File: config.mk
export PLATFORM = sky130hd
export DESIGN_NAME = led_animator
export DESIGN_NICKNAME = d
export VERILOG_FILES = /design/src/rtl/led_anim_pkg.sv /design/src/rtl/tick_prescaler.sv /design/src/rtl/led_animator.sv
export SDC_FILE = /design/constraint.sdc
export NUM_CORES = 1
export LEC_CHECK = 0
export ABC_AREA = 0
export CORE_MARGIN = 1.5
export CORE_UTILIZATION = 46
export DETAILED_ROUTE_END_ITERATION = 7
export PLACE_DENSITY = 0.73
export SLEW_MARGIN = 20
export SYNTH_ARGS = -nofsm -noshare
export SYNTH_HDL_FRONTEND = slang
export SYNTH_SLANG_ARGS = --single-unit
export TNS_END_PERCENT = 10
File: constraint.sdc
create_clock -name iCLK -period 5.5 [get_ports iCLK]
set_clock_uncertainty 0.15 [all_clocks]
set_input_delay 0.825 -clock iCLK [delete_from_list [all_inputs] [get_ports iCLK]]
set_output_delay 0.825 -clock iCLK [all_outputs]
set_load 0.03 [all_outputs]
File: src/rtl/led_anim_pkg.sv
// Shared mode and direction encodings for the LED pattern generator.
package led_anim_pkg;

   typedef enum logic [1:0] {
      MODE_BOUNCE = 2'd0,
      MODE_ROTATE = 2'd1,
      MODE_FILL   = 2'd2,
      MODE_BLINK  = 2'd3
   } mode_t;

   localparam logic DIR_UP   = 1'b0;
   localparam logic DIR_DOWN = 1'b1;

endpackage

File: src/rtl/tick_prescaler.sv
// Enabled-cycle counter that raises a step strobe every iDIV+1 enabled cycles.
module tick_prescaler #(
   parameter int PRESC_W = 26
) (
   input  logic               iCLK,
   input  logic               iRST_N,
   input  logic               iEN,
   input  logic               iCLR,
   input  logic [PRESC_W-1:0] iDIV,
   output logic               oSTEP
);

   logic [PRESC_W-1:0] count_r;
   logic [PRESC_W-1:0] count_nxt_s;
   logic               due_s;

   // >= rather than == so lowering iDIV below the count still fires promptly
   always_comb begin
      due_s = (count_r >= iDIV);
      oSTEP = iEN & due_s;
   end

   // Next count: clear wins, then wrap on step, else advance only while enabled
   always_comb begin
      count_nxt_s = count_r;
      if (iCLR) begin
         count_nxt_s = {PRESC_W{1'b0}};
      end else if (iEN) begin
         if (due_s) begin
            count_nxt_s = {PRESC_W{1'b0}};
         end else begin
            count_nxt_s = count_r + {{(PRESC_W-1){1'b0}}, 1'b1};
         end
      end else begin
         count_nxt_s = count_r;
      end
   end

   // Count register
   always_ff @(posedge iCLK or negedge iRST_N) begin
      if (!iRST_N) begin
         count_r <= {PRESC_W{1'b0}};
      end else begin
         count_r <= count_nxt_s;
      end
   end

endmodule

File: src/rtl/led_animator.sv
// Parametrised LED pattern generator: bounce, rotate, fill/drain and blink,
// stepped by an internal prescaler; all outputs come straight from registers.
module led_animator
   import led_anim_pkg::*;
#(
   parameter int WIDTH   = 18,
   parameter int PRESC_W = 26
) (
   input  logic               iCLK,
   input  logic               iRST_N,
   input  logic               iEN,
   input  logic [1:0]         iMODE,
   input  logic [PRESC_W-1:0] iDIV,
   output logic [WIDTH-1:0]   oLEDS,
   output logic               oDIR,
   output logic               oTICK
);

   localparam logic [WIDTH-1:0] PAT_ONE  = {{(WIDTH-1){1'b0}}, 1'b1};
   localparam logic [WIDTH-1:0] PAT_ZERO = {WIDTH{1'b0}};
   localparam logic [WIDTH-1:0] PAT_ONES = {WIDTH{1'b1}};

   logic [WIDTH-1:0] leds_r, leds_nxt_s, step_leds_s;
   logic             dir_r, dir_nxt_s, step_dir_s;
   logic             tick_r, tick_nxt_s;
   mode_t            mode_r, mode_nxt_s;
   logic             reload_s;
   logic             step_s;

   function automatic logic [WIDTH-1:0] init_pattern(input mode_t m);
      logic [WIDTH-1:0] p;
      case (m)
         MODE_BOUNCE: p = PAT_ONE;
         MODE_ROTATE: p = PAT_ONE;
         MODE_FILL:   p = PAT_ZERO;
         MODE_BLINK:  p = PAT_ONES;
         default:     p = PAT_ONE;
      endcase
      return p;
   endfunction

   assign reload_s = (iMODE != mode_r);

   tick_prescaler #(
      .PRESC_W(PRESC_W)
   ) u_presc (
      .iCLK  (iCLK),
      .iRST_N(iRST_N),
      .iEN   (iEN),
      .iCLR  (reload_s),
      .iDIV  (iDIV),
      .oSTEP (step_s)
   );

   // Pattern and direction one step ahead, per stored mode
   always_comb begin
      step_leds_s = leds_r;
      step_dir_s  = dir_r;
      case (mode_r)
         MODE_BOUNCE: begin
            if (dir_r == DIR_UP) begin
               step_leds_s = {leds_r[WIDTH-2:0], 1'b0};
               step_dir_s  = step_leds_s[WIDTH-1] ? DIR_DOWN : DIR_UP;
            end else begin
               step_leds_s = {1'b0, leds_r[WIDTH-1:1]};
               step_dir_s  = step_leds_s[0] ? DIR_UP : DIR_DOWN;
            end
         end
         MODE_ROTATE: begin
            step_leds_s = {leds_r[WIDTH-2:0], leds_r[WIDTH-1]};
            step_dir_s  = DIR_UP;
         end
         MODE_FILL: begin
            if (dir_r == DIR_UP) begin
               step_leds_s = {leds_r[WIDTH-2:0], 1'b1};
               step_dir_s  = (step_leds_s == PAT_ONES) ? DIR_DOWN : DIR_UP;
            end else begin
               step_leds_s = {leds_r[WIDTH-2:0], 1'b0};
               step_dir_s  = (step_leds_s == PAT_ZERO) ? DIR_UP : DIR_DOWN;
            end
         end
         MODE_BLINK: begin
            step_leds_s = ~leds_r;
            step_dir_s  = DIR_UP;
         end
         default: begin
            step_leds_s = leds_r;
            step_dir_s  = dir_r;
         end
      endcase
   end

   // Next state: a mode reload beats a step and applies even while frozen
   always_comb begin
      leds_nxt_s = leds_r;
      dir_nxt_s  = dir_r;
      mode_nxt_s = mode_r;
      tick_nxt_s = 1'b0;
      if (reload_s) begin
         mode_nxt_s = mode_t'(iMODE);
         leds_nxt_s = init_pattern(mode_t'(iMODE));
         dir_nxt_s  = DIR_UP;
         tick_nxt_s = 1'b0;
      end else if (step_s) begin
         leds_nxt_s = step_leds_s;
         dir_nxt_s  = step_dir_s;
         tick_nxt_s = 1'b1;
      end else begin
         tick_nxt_s = 1'b0;
      end
   end

   // State register
   always_ff @(posedge iCLK or negedge iRST_N) begin
      if (!iRST_N) begin
         leds_r <= PAT_ONE;
         dir_r  <= DIR_UP;
         tick_r <= 1'b0;
         mode_r <= MODE_BOUNCE;
      end else begin
         leds_r <= leds_nxt_s;
         dir_r  <= dir_nxt_s;
         tick_r <= tick_nxt_s;
         mode_r <= mode_nxt_s;
      end
   end

   // Outputs
   always_comb begin
      oLEDS = leds_r;
      oDIR  = dir_r;
      oTICK = tick_r;
   end

endmodule

Word level (Yosys, flattened, before mapping)
Cells that the tools add are included.
Widths: inputs -> output; s select.
{"block": "op_classes", "magnitude_cmp": 1, "muxes": 20, "addsub": 1, "n_bitwise": 2, "n_eq_ne": 8, "reduce_logical": 7, "div": 0, "n_mul": 0, "shifts": 0}
{"operator": "$mux 26", "count": 3}
{"operator": "$pmux 18 s4", "count": 1}
{"operator": "$mux 18", "count": 3}
{"operator": "$pmux 18 s3", "count": 1}
{"operator": "$add 26x1->26 const B", "count": 1}
{"operator": "$ge 26x26->1", "count": 1}
{"operator": "$not 18->18", "count": 1}
{"operator": "$eq 17x17->1 const B", "count": 1}
{"operator": "$logic_not 17->1", "count": 1}
{"operator": "$mux 1", "count": 11}
{"operator": "$eq 2x2->1 const B", "count": 4}
{"operator": "$eq 2x1->1 const B", "count": 2}
{"operator": "$logic_not 2->1", "count": 2}
{"operator": "$reduce_bool 2->1", "count": 2}
{"operator": "$reduce_or 2->1", "count": 2}
{"operator": "$pmux 1 s3", "count": 1}
{"operator": "$ne 2x2->1", "count": 1}
{"operator": "$and 1x1->1", "count": 1}
{"block": "word_totals", "memories": 0, "out_inout_bits": 20, "latchBits": 0, "word_cells": 44, "reg_bits": 48, "ram_bits": 0, "input_bits": 31, "romBits": 0}

Logic depth before layout (Yosys ltp)
{"block": "depth", "word_depth": 6, "depth_mapped": 10, "depth_no_buf": 9}

By module
Synthesis repeated with hierarchy kept, for this count alone.
{"block": "hier_totals", "cells_unflattened": 465, "hier_area_um2": 3723.6}
{"module": "tick_prescaler", "area_each_um2": 2190.9, "cells_per_inst": 270, "n_inst": 1, "seq_area_each_um2": 650.6}
{"module": "led_animator", "area_each_um2": 1532.7, "cells_per_inst": 195, "n_inst": 1, "seq_area_each_um2": 551.8}

Least setup slack after synthesis
No wires, ideal clock.
{"block": "synth_timing", "kind": "input to register", "start": "in iDIV[3]", "end": "reg leds_r[11], in the netlist oLEDS[11]", "setup_ps": 137, "slack_ps": 2687, "arrival_ps": 2526, "required_time_ps": 5213, "cell_stages": 10, "path_cell_list": "inv_1 -> ha_1 -> a21o_1 -> nand3_1 -> a21oi_1 -> o41a_4 -> o21ai_4 -> buf_6 -> mux2i_1 -> a21oi_1"}
{"block": "synth_via", "elab_chain_cells": 3}
{"element": "from (decl)", "line_no": "led_animator.sv:13", "source": "input logic [PRESC_W-1:0] iDIV,"}
{"element": "$ge 26x26->1", "line_no": "tick_prescaler.sv:19", "source": "due_s = (count_r >= iDIV);"}
{"element": "$and 1x1->1", "line_no": "tick_prescaler.sv:20", "source": "oSTEP = iEN & due_s;"}
{"element": "$reduce_bool 2->1 (no line)"}
{"element": "to (signal assigned)", "line_no": "led_animator.sv:121", "source": "leds_r <= leds_nxt_s;"}
{"element": "to (decl)", "line_no": "led_animator.sv:23", "source": "logic [WIDTH-1:0] leds_r, leds_nxt_s, step_leds_s;"}
Every way passes these cells.
A chain may end at the register's enable or synchronous reset.

Final worst setup path
{"block": "layout_timing", "start": "in iDIV[23]", "end": "reg u_presc.count_r[6]"}
{"block": "layout_via", "elab_chain_cells": 4}
{"element": "$ge 26x26->1", "line_no": "tick_prescaler.sv:19"}
{"element": "$mux 26", "line_no": "tick_prescaler.sv:29", "source": "if (due_s) begin"}
{"element": "$mux 26", "line_no": "tick_prescaler.sv:28", "source": "end else if (iEN) begin"}
{"element": "$mux 26", "line_no": "tick_prescaler.sv:26", "source": "if (iCLR) begin"}
{"element": "to (signal assigned)", "line_no": "tick_prescaler.sv:42", "source": "count_r <= {PRESC_W{1'b0}};"}
{"element": "to (signal assigned)", "line_no": "tick_prescaler.sv:44", "source": "count_r <= count_nxt_s;"}
{"element": "to (decl)", "line_no": "tick_prescaler.sv:13", "source": "logic [PRESC_W-1:0] count_r;"}
Every way passes these cells. The select of a mux whose other input is x is not followed.

==> metrics.txt <==
Finished Layout Cells=552; slew of the pin with the lowest slew margin=0.812 ns; power per unit of standard cell area=202 nW/µm²; clock latency on the worst-skew pair=0.30 ns; cell types with the highest counts after synthesis=nand2_1 (48), dfrtp_1 (47), nor2_1 (40), inv_1 (31), a21oi_1 (29); Max Cap Violations=0; synthesized netlist net count=471; Min Clock Period, post-route=3.69 ns; post-CTS setup repair buffer count=0; relative contribution of the clock network to total power=24.6%; family with the most delay on the worst path=simple AND/OR/NAND/NOR gates; Combinational Power Share=25.7%; series of cell instances along the critical path=clkdlybuf4s50_1 > inv_1 > ha_1 > a21o_1 > a221o_1 > a21oi_2 > nand3_2 > o21ai_4 > buf_4 > nand2_1 > nor2_1; FF-to-FF Start=u_presc.count_r[23]$_DFFE_PN0P_; top cells by area, synth=dfrtp_1 (33%), ha_1 (9.5%), mux2i_1 (7.0%); cell accounting for the most synthesized area=dfrtp_1; first-pass GRT wire length=13500 µm; unrepaired setup endpoints after global routing=no; crit start category=input pin; total congestion overflow after global routing=0; weighted congestion at the end of routability-driven global placement=0.808; drt pass-1 iters=4; final core utilization=56.4%; overall fraction of global-route tracks in use=19.8%; WP data arrival=3.75 ns; residual antenna-violating net count after detailed routing=0; area added between synthesis and finish=16.7%; Max Buffers Root-to-Sink=2; final sum of negative setup slack=0 ns; cell at the root of the clock tree=clkbuf_8; relative slew slack=45.9%; leakage=0.00203 µW; Die Area=8280 µm²; CP max FO=23; # IOs=51; crit path from=iDIV[23]; library cells used by synthesis=56; routed vias=3020; total number of nets in the final design=510; Die Y-Extent=91 µm; DRC violations left=0; delay of the slowest cell on the worst path=0.54 ns; gate count after technology mapping=413; CTS tree=yes; number of global-route vias before repair=2914; top-count cell post-synth=nand2_1; number of gates resized after CTS=0; count of buffer and inverter cells on the critical path=3; endpoint class of the critical path=flop; commonest register cell after synthesis=dfrtp_1; sum of routed wire length over all layers=7950 µm; Setup CP Type=input pin to flop; starting density of the core=48.3%; number of flip-flops and latches in the synthesized netlist=48; num rows=31; Hold Crit Class=input pin to async pin; post-detail-place hpwl=5640 µm; share of cells above drive strength 1=6.84%; number of sinks handled by clock tree synthesis=48; fraction of registers with async set or reset after synthesis=100%; Die X-Extent=91 µm; Reg2Reg Depth=9; pin count of the biggest net entering global routing=49; warning count from the yosys run=0; CTS clk-pin slew, worst paths=0.09 ns; number of gates on the worst path with buffers counted=11; fmax=271 MHz; NetSw=282 µW; outcome=finished clean; average routed wire per standard cell=14.4 µm; Final Total Pwr=839 µW; cell with the biggest individual delay on the critical path=nand2_1; switching share of power=33.6%; Worst VDD drop=0.0000842 V; CP Data Required Time=5.57 ns; placeable core area=7370 µm²; post-synthesis instance area=3560 µm²; sequential fraction of the synthesis area=33.8%; clock buffer count from CTS=5; per-cell via count in the routed design=5.47; period utilisation layout=67.0%; Post-synth EDFFs=0; DR iter-0 viols=170; Final Setup Violations=0; Power Internal=557 µW; sequential power share=49.7%; buffers added on ports=50; number of antenna violations at the first check in global routing=0; final-report max-slew violation count=0; Mean Syn Cell Area=8.63 µm²; maximum level of the CTS H-tree=2; area share of the largest cell type after synthesis=33.0%; number of buffers inserted for hold repair after clock tree synthesis=0; # placed instances=544; layout filler cell count=687; diode count=0; Fin. Hold Viols=0
==> logic make-up after synthesis <==
family,Yosys count,synth area share (%)
adders and majority gates,27,9.48
xor gates and xnor gates,25,6.36
buffers and inverters,53,7.20
AOI/OAI and AO/OA,87,15.8
DFF,48,33.8
and+or+nand+nor,147,20.0
muxes,26,7.34
==> power by group through the flow <==
stage / combinational [µW] / sequential, µW / clock, µW
2_1_floorplan: 98.8 / 446 / 0
3_3_place_gp: 210 / 423 / 0
3_5_place_dp: 215 / 423 / 0
4_1_cts: 217 / 417 / 208
5_1_grt: 235 / 423 / 227
6_report: 215 / 417 / 206
==> worst reg2reg max path: stages (launching register included) <==
cell and delay, ns:
dfrtp_1 0.42, ha_1 0.30, a21o_1 0.17, a221o_1 0.36
a21oi_2 0.16, nand3_2 0.13, o21ai_4 0.17, buf_4 0.33
nand2_1 0.54, nor2_1 0.27
==> final cells by class <==
type / count / area (µm²) / share of cell area, %
Clock buffer: 7 / 76.3 / 1.84
Clock inverter: 1 / 5.00 / 0.120
Inverter: 31 / 116 / 2.80
Multi-Input combinational cell: 312 / 2100 / 50.6
Sequential cell: 48 / 1200 / 29.0
Tap cell: 99 / 124 / 2.98
Timing Repair Buffer: 54 / 528 / 12.7
==> flip-flops by register name (all words and copies together), names as in the netlist <==
register         count
oTICK                1
mode_r               2
u_presc.count_r     26
oDIR                 1
oLEDS               18
==> through the flow <==
step | hold slack [ns] | instance area, µm² | setup slack, ns
floorplan | 0.350 | 3560 | 2.69
global placement | 0.377 | 4070 | 1.62
detailed placement | 0.388 | 4070 | 1.46
CTS | 0.416 | 4150 | 1.77
global route | 0.416 | 4160 | 1.58
finish | 0.366 | 4160 | 1.81
==> cell usage in the layout (no fill, tap or decap), types with 2 or more instances in the layout <==
| cell type | netlist | layout |
|---|---|---|
| clkdlybuf4s50_1 | 0 | 49 |
| nand2_1 | 48 | 48 |
| dfrtp_1 | 47 | 46 |
| nor2_1 | 40 | 40 |
| inv_1 | 31 | 31 |
| a21oi_1 | 29 | 29 |
| ha_1 | 27 | 27 |
| mux2i_1 | 25 | 25 |
| o21ai_0 | 24 | 24 |
| xor2_1 | 19 | 19 |
| nand3_1 | 13 | 13 |
| o211ai_1 | 11 | 11 |
| and3_1 | 8 | 8 |
| nand4_1 | 8 | 8 |
| nor3_1 | 5 | 5 |
| xnor2_1 | 5 | 5 |
| clkbuf_8 | 1 | 5 |
| buf_4 | 1 | 5 |
| nor4_1 | 4 | 4 |
| a211oi_1 | 3 | 3 |
| nor2b_1 | 3 | 3 |
| a221oi_1 | 3 | 3 |
| a21o_1 | 2 | 2 |
| a21oi_2 | 2 | 2 |
| and3_2 | 2 | 2 |
| o31ai_1 | 2 | 2 |
| nand2b_1 | 2 | 2 |
| and2_1 | 2 | 2 |
| a31oi_1 | 2 | 2 |
| nor3b_1 | 2 | 2 |
| clkbuf_1 | 12 | 2 |
==> worst paths after layout <==
check / to / slack, ns
max in group asynchronous: mode_r[0]$_DFFE_PN0N_ / 4.39
setup reg to reg: u_presc.count_r[6]$_DFFE_PN0P_ / 2.42
min in group iCLK: u_presc.count_r[25]$_DFFE_PN0P_ / 0.41
hold / removal: u_presc.count_r[16]$_DFFE_PN0P_ / 0.37
hold reg to reg: u_presc.count_r[25]$_DFFE_PN0P_ / 0.41
setup / recovery: u_presc.count_r[6]$_DFFE_PN0P_ / 1.81
==> layer usage <==
metal  track usage [%]  up-vias  share of wire, %
met2              33.2       51                48
met3              3.35        4               3.3
li1                  -     1519                 -
met4              4.69        0              0.67
met1              26.5     1446                48
met5                 0        -                 0
(Power assumes the default switching activity.)
